**config.mk**
```make
export PLATFORM = sky130hd
export DESIGN_NAME = reg_file
export DESIGN_NICKNAME = d
export VERILOG_FILES = /design/src/rtl/reg_file.sv
export SDC_FILE = /design/constraint.sdc
export NUM_CORES = 2
export LEC_CHECK = 0
export ABC_AREA = 1
export ABC_CLOCK_PERIOD_IN_PS = 3850
export CORE_MARGIN = 1
export CORE_UTILIZATION = 40
export DETAILED_ROUTE_END_ITERATION = 8
export PLACE_DENSITY = 0.56
export SLEW_MARGIN = 20
export SYNTH_ARGS = -nofsm -noshare
export SYNTH_HDL_FRONTEND = slang
export SYNTH_SLANG_ARGS = --single-unit
```
**constraint.sdc**
```tcl
create_clock -name clk -period 3.85 [get_ports clk]
set_input_delay 1.155 -clock clk [delete_from_list [all_inputs] [get_ports clk]]
set_output_delay 1.155 -clock clk [all_outputs]
set_load 0.05 [all_outputs]
```
**src/rtl/reg_file.sv**
```systemverilog
// General-purpose register file: two combinational read ports, one synchronous write port, r0 reads zero.
// Optional write-through bypass on the read ports when RF_BYPASS_EN is defined.
module reg_file #(
  parameter int unsigned DATA_W = 32,
  parameter int unsigned ADDR_W = 5
) (
  input  logic              clk,
  input  logic              rst_n,
  input  logic [ADDR_W-1:0] ra1,
  input  logic [ADDR_W-1:0] ra2,
  output logic [DATA_W-1:0] rd1,
  output logic [DATA_W-1:0] rd2,
  input  logic              we,
  input  logic [ADDR_W-1:0] wa,
  input  logic [DATA_W-1:0] wd,
  output logic [15:0]       wr_cnt
);

  localparam int unsigned DEPTH   = 2**ADDR_W;
  localparam int unsigned CNT_W   = 16;
  localparam logic [CNT_W-1:0] CNT_MAX = '1;

  logic [DATA_W-1:0] regs_q [DEPTH];
  logic [DATA_W-1:0] regs_d [DEPTH];
  logic [CNT_W-1:0]  wr_cnt_q;
  logic [CNT_W-1:0]  wr_cnt_d;
  logic              wr_commit;

  // Writes to r0 are dropped so it never leaves its reset value.
  assign wr_commit = we && (wa != '0);

  always_comb begin
    regs_d = regs_q;
    if (wr_commit) begin
      regs_d[wa] = wd;
    end
  end

  // Debug write counter sticks at all-ones rather than wrapping.
  always_comb begin
    wr_cnt_d = wr_cnt_q;
    if (wr_commit && (wr_cnt_q != CNT_MAX)) begin
      wr_cnt_d = wr_cnt_q + CNT_W'(1);
    end
  end

  always_ff @(posedge clk or negedge rst_n) begin
    if (!rst_n) begin
      for (int i = 0; i < int'(DEPTH); i++) begin
        regs_q[i] <= '0;
      end
      wr_cnt_q <= '0;
    end else begin
      regs_q   <= regs_d;
      wr_cnt_q <= wr_cnt_d;
    end
  end

  always_comb begin
    rd1 = '0;
    if (ra1 != '0) begin
      rd1 = regs_q[ra1];
    end
`ifdef RF_BYPASS_EN
    if (wr_commit && (ra1 == wa)) begin
      rd1 = wd;
    end
`endif
  end

  always_comb begin
    rd2 = '0;
    if (ra2 != '0) begin
      rd2 = regs_q[ra2];
    end
`ifdef RF_BYPASS_EN
    if (wr_commit && (ra2 == wa)) begin
      rd2 = wd;
    end
`endif
  end

  assign wr_cnt = wr_cnt_q;

endmodule

```
# Yosys cells after proc, flatten, opt, wreduce, memory -nomap -nowiden
# Index checks and enable logic that the tools add are counted.
dict set report totals {
  reg_bits 1040
  inputBits 50
  word_cells 59
}
dict set report classes {
  n_addsub 1
  order_cmp 4
  n_eq_ne 1
  muxes 11
  n_bitwise 3
  n_reduce_logical 6
}
# operator count
set op_table {}
lappend op_table {{$bwmux W1024} 1}
lappend op_table {{$bmux W32 S5} 2}
lappend op_table {{$mux W32} 7}
lappend op_table {{$demux W32 S5} 1}
lappend op_table {{$ge A6 B6 Y1 const B} 3}
lappend op_table {{$not A5 Y6} 3}
lappend op_table {{$add A16 B1 Y16 const B} 1}
lappend op_table {{$ne A16 B16 Y1 const B} 1}
lappend op_table {{$reduce_bool A5 Y1} 3}
lappend op_table {{$lt A6 B1 Y1 const B} 1}
lappend op_table {{$logic_and A1 B1 Y1} 3}

# Logic depth before layout (Yosys ltp)
dict set report depth {
  ltp_word 6
  ltp_mapped 12
  ltp_nobuf 11
}

# Worst setup path after synthesis
# No wires, ideal clock.
dict set report synth_path {
  path_type {input to output}
  start {in ra1[0]}
  end {out rd1[10]}
  t_arrival_ns 2.970
  required_ns 2.695
  path_slack_ns -0.275
  path_stages 12
  n_path_buf 3
  path_cell_list {buf_2 inv_2 clkbuf_1 clkbuf_1 nand2_1 nand3_1 nand3_1 nand2_1 nand2_1 nand2_1 nor2_1 nor2_1}
}
dict set report synth_via {
  elab_chain_cells 5
  word_cells_on_any_way 6
}
# item line
set synth_lines {}
lappend synth_lines {{start, declared} 9} ;# input logic [ADDR_W-1:0] ra1,
lappend synth_lines {{$not A5 Y6 (not written as such)} 62} ;# rd1 = regs_q[ra1];
lappend synth_lines {{$bmux W32 S5} 62}
lappend synth_lines {{$mux W32 (not written as such) (2 in a row)} 62}
lappend synth_lines {{$mux W32 (*)} 61} ;# if (ra1 != '0) begin
lappend synth_lines {{end, declared} 11} ;# output logic [DATA_W-1:0] rd1,
# Mark *: on every way between the ends. The rest lies on a longest branch, timed or not. The select of a mux whose other input is x is not followed.

# Worst setup path in the final report
dict set report layout_path {
  start {in ra2[0]}
  end {out rd2[8]}
}
dict set report layout_via {
  elab_chain_cells 5
  word_cells_on_any_way 6
}
# item line
set layout_lines {}
lappend layout_lines {{start, declared} 10} ;# input logic [ADDR_W-1:0] ra2,
lappend layout_lines {{$not A5 Y6 (not written as such)} 74} ;# rd2 = regs_q[ra2];
lappend layout_lines {{$bmux W32 S5} 74}
lappend layout_lines {{$mux W32 (not written as such) (2 in a row)} 74}
lappend layout_lines {{$mux W32 (*)} 73} ;# if (ra2 != '0) begin
lappend layout_lines {{end, declared} 12} ;# output logic [DATA_W-1:0] rd2,
# Marks and branches as above.

==> results.yml <==
detailed_routing:
  vias: 59500
  drc: 14
  antenna_left: 0
  drt-total-wl_um: 243000
  drt_iter0_drc: 7444
  avgViaCountPerCell: 5.69
  wire_per_inst_um: 23.2
  first_pass_iters: 8
finish:
  layout_common_cells: "nand2_1, nand3_1, dfrtp_1"
  area_growth_pct: 24.5
  final_net_count: 8491
  drive_above_1_share: 0.124
  final_cells: 10400
  n_antenna_cell: 0
  final_util: 0.502
  mostFrequentLayoutCell: "nand2_1"
clock_tree:
  holdBufCountCts: 0
  cts_htree_levels: 3
  clk_pin_slew_worst_paths_ns: 0.06
  clock_path_buffers: 3
  cts_sinks: 1040
  cts_tree: "built"
  cts-root-buf: "clkbuf_16"
  numCtsBuffers: 120
  clk_latency_ns: 0.76
place:
  dp_slack_ns: -0.103
  dp.cells: 10100
  gp_congestion: 0.877
  dp_hpwl_um: 139000
  io_buffer_count: 129
status:
  violations: "design-rule violations, negative setup slack"
  status: "complete, but fails checks"
global_routing:
  grt_pass1_wl_um: 355000
  antenna_found_initial: 0
  grtUsageTotal: 0.319
  grt_pass1_vias: 55000
  grt_max_degree: 79
  gr-total-overflow: 0
synthesis:
  synth_top_family_by_area: "simple AND/OR/NAND/NOR gates"
  ys_seq_elements: 1040
  synth_xor_area_frac: 0.00166
  async_reset_ff_frac: 1.00
  synth_fa_ha_area_frac: 0.000216
  synth_mux_area_frac: 0
  synth_warnings: 0
  synth-simple-area-share: 0.378
  synth_seq_area_share: 0.449
  synthCells: 8447
  synth-main-ff-cell: "dfrtp_1"
  synth_compound_area_frac: 0.108
  synth_cell_types: 33
  synth_area_per_cell_um2: 6.86
  synth_area_um2: 57900
  syn-num-nets: 8498
  synth-edff-count: 0
sta:
  relSlewSlack: 0.324
  rsz0062_at_grt: "true"
  final.setup.tns_ns: -0.0598
  fin_ws_ns: -0.0309
  tightest_slew_ns: 1.01
  hold_viol: 0
  fin_crit_sh: 1.01
  max_freq_mhz: 258
  final.setup_skew_ns: 0.00444
  period_needed_ns: 3.88
  setup_viol: 5
  slew_violations: 0
power_and_ir_drop:
  vdd_drop_max_mv: 0.381
  finalPower_mw: 36.4
  power_density_nw_per_um2: 504
  p_leak_nw: 33.6
critical_path:
  endpoint_kind: "primary output"
  rr_worst_depth: 8
  startpoint_type: "input pin"
  worstSetupPathType: "input pin to primary output"
  crit_fanout: 24
  required_ns: 2.69
  critPathArrivalTime_ns: 2.73
floorplanning:
  ios: 130
  start_util: 0.403
  die_w_um: 383
  die_h_um: 383
  rows: 139
  core_um2: 144000
  die-area_um2: 146000
min_path:
  hold-path-cell-count: 0
  hp-class: "register to register"
flow_run:
  drv_cap: 0
worst max-delay path, stage by stage:
cell     delay (ns)
buf_16         0.16
buf_16         0.20
buf_16         0.19
nor2_1         0.07
nor2_1         0.07
o21ai_0        0.08
o21ai_0        0.08
nor2_1         0.06
nor2_1         0.11
nor2_1         0.07
nor2_4         0.23
buf_12         0.17
metrics by stage:
stage | cell area [um2] | hold WS (ns)
after global routing | 72100 | 0.415
after CTS | 70100 | 0.401
final | 72100 | 0.399
after floorplan | 58400 | 0.451
after detailed placement | 65200 | 0.388
after global placement | 65200 | 0.385
logic make-up after synthesis:
family / Yosys count
AOI/OAI and AO/OA: 1236
xor gates and xnor gates: 11
and+or+nand+nor: 5276
adders and majority gates: 1
DFF: 1040
buffers and inverters: 883
timing repair:
item,in CTS,in global routing
pin swaps,11,69
setup buffers,4,26
endpoints found under the setup margin,55,64
gates resized for setup,65,252
endpoints found under the hold margin,0,0
gates cloned,10,40
routing by layer:
metal	track usage	share of wire	up-vias
met3	0.0568	0.095	640
met2	0.493	0.44	3086
met5	0	0	-
met1	0.434	0.41	28300
li1	-	-	27500
met4	0.143	0.048	0
where the power goes:
part	total, mW	internal (mW)	switching [mW]	leakage [nW]
registers	15.2	13.3	1.95	12.9
logic	8.72	3.58	5.14	18.7
clock network	12.4	7.44	4.96	2.11
cell usage after synthesis (12+ instances only):
cell      count  share of area
o21ai_0     497          0.043
nor3_1       14         0.0012
buf_1        58         0.0038
a21oi_1     691          0.060
nand2_1    2944           0.19
o211ai_1     14         0.0018
dfrtp_1    1040           0.45
o21ai_1      26         0.0022
buf_2       149          0.013
nor2_1      898          0.058
clkbuf_1    516          0.033
buf_4        30         0.0039
nor2_8       12         0.0041
inv_1       113         0.0073
nand3_1    1381           0.12
sequential cells by signal, indices dropped and copies added, names as in the netlist:
| register | flops |
|---|---|
| regs_q | 1024 |
| wr_cnt | 16 |
cell type report:
| cell class | instances | area (um2) |
|---|---|---|
| clock buffer | 172 | 3540 |
| clock inverter | 52 | 733 |
| fill | 14000 | 71500 |
| inverter | 124 | 561 |
| multi-input combinational | 6524 | 29400 |
| sequential | 1040 | 26000 |
| tap | 1903 | 2380 |
| timing repair buffer | 628 | 9460 |
| timing repair inverter | 2 | 27.5 |
path summary, 6_finish.rpt:
check / start / end / slack, ns
max in group asynchronous: rst_n / regs_q[925]$_DFFE_PN0P_ / 2.31
worst max-delay path: ra2[0] / rd2[8] / -0.03
worst min-delay path: regs_q[1019]$_DFFE_PN0P_ / regs_q[1019]$_DFFE_PN0P_ / 0.40
worst max register to register: wr_cnt[0]$_DFFE_PN0P_ / wr_cnt[15]$_DFFE_PN0P_ / 1.87
worst min register to register: regs_q[1019]$_DFFE_PN0P_ / regs_q[1019]$_DFFE_PN0P_ / 0.40
min in group asynchronous: rst_n / regs_q[864]$_DFFE_PN0P_ / 0.44
(Power assumes the default switching activity.)
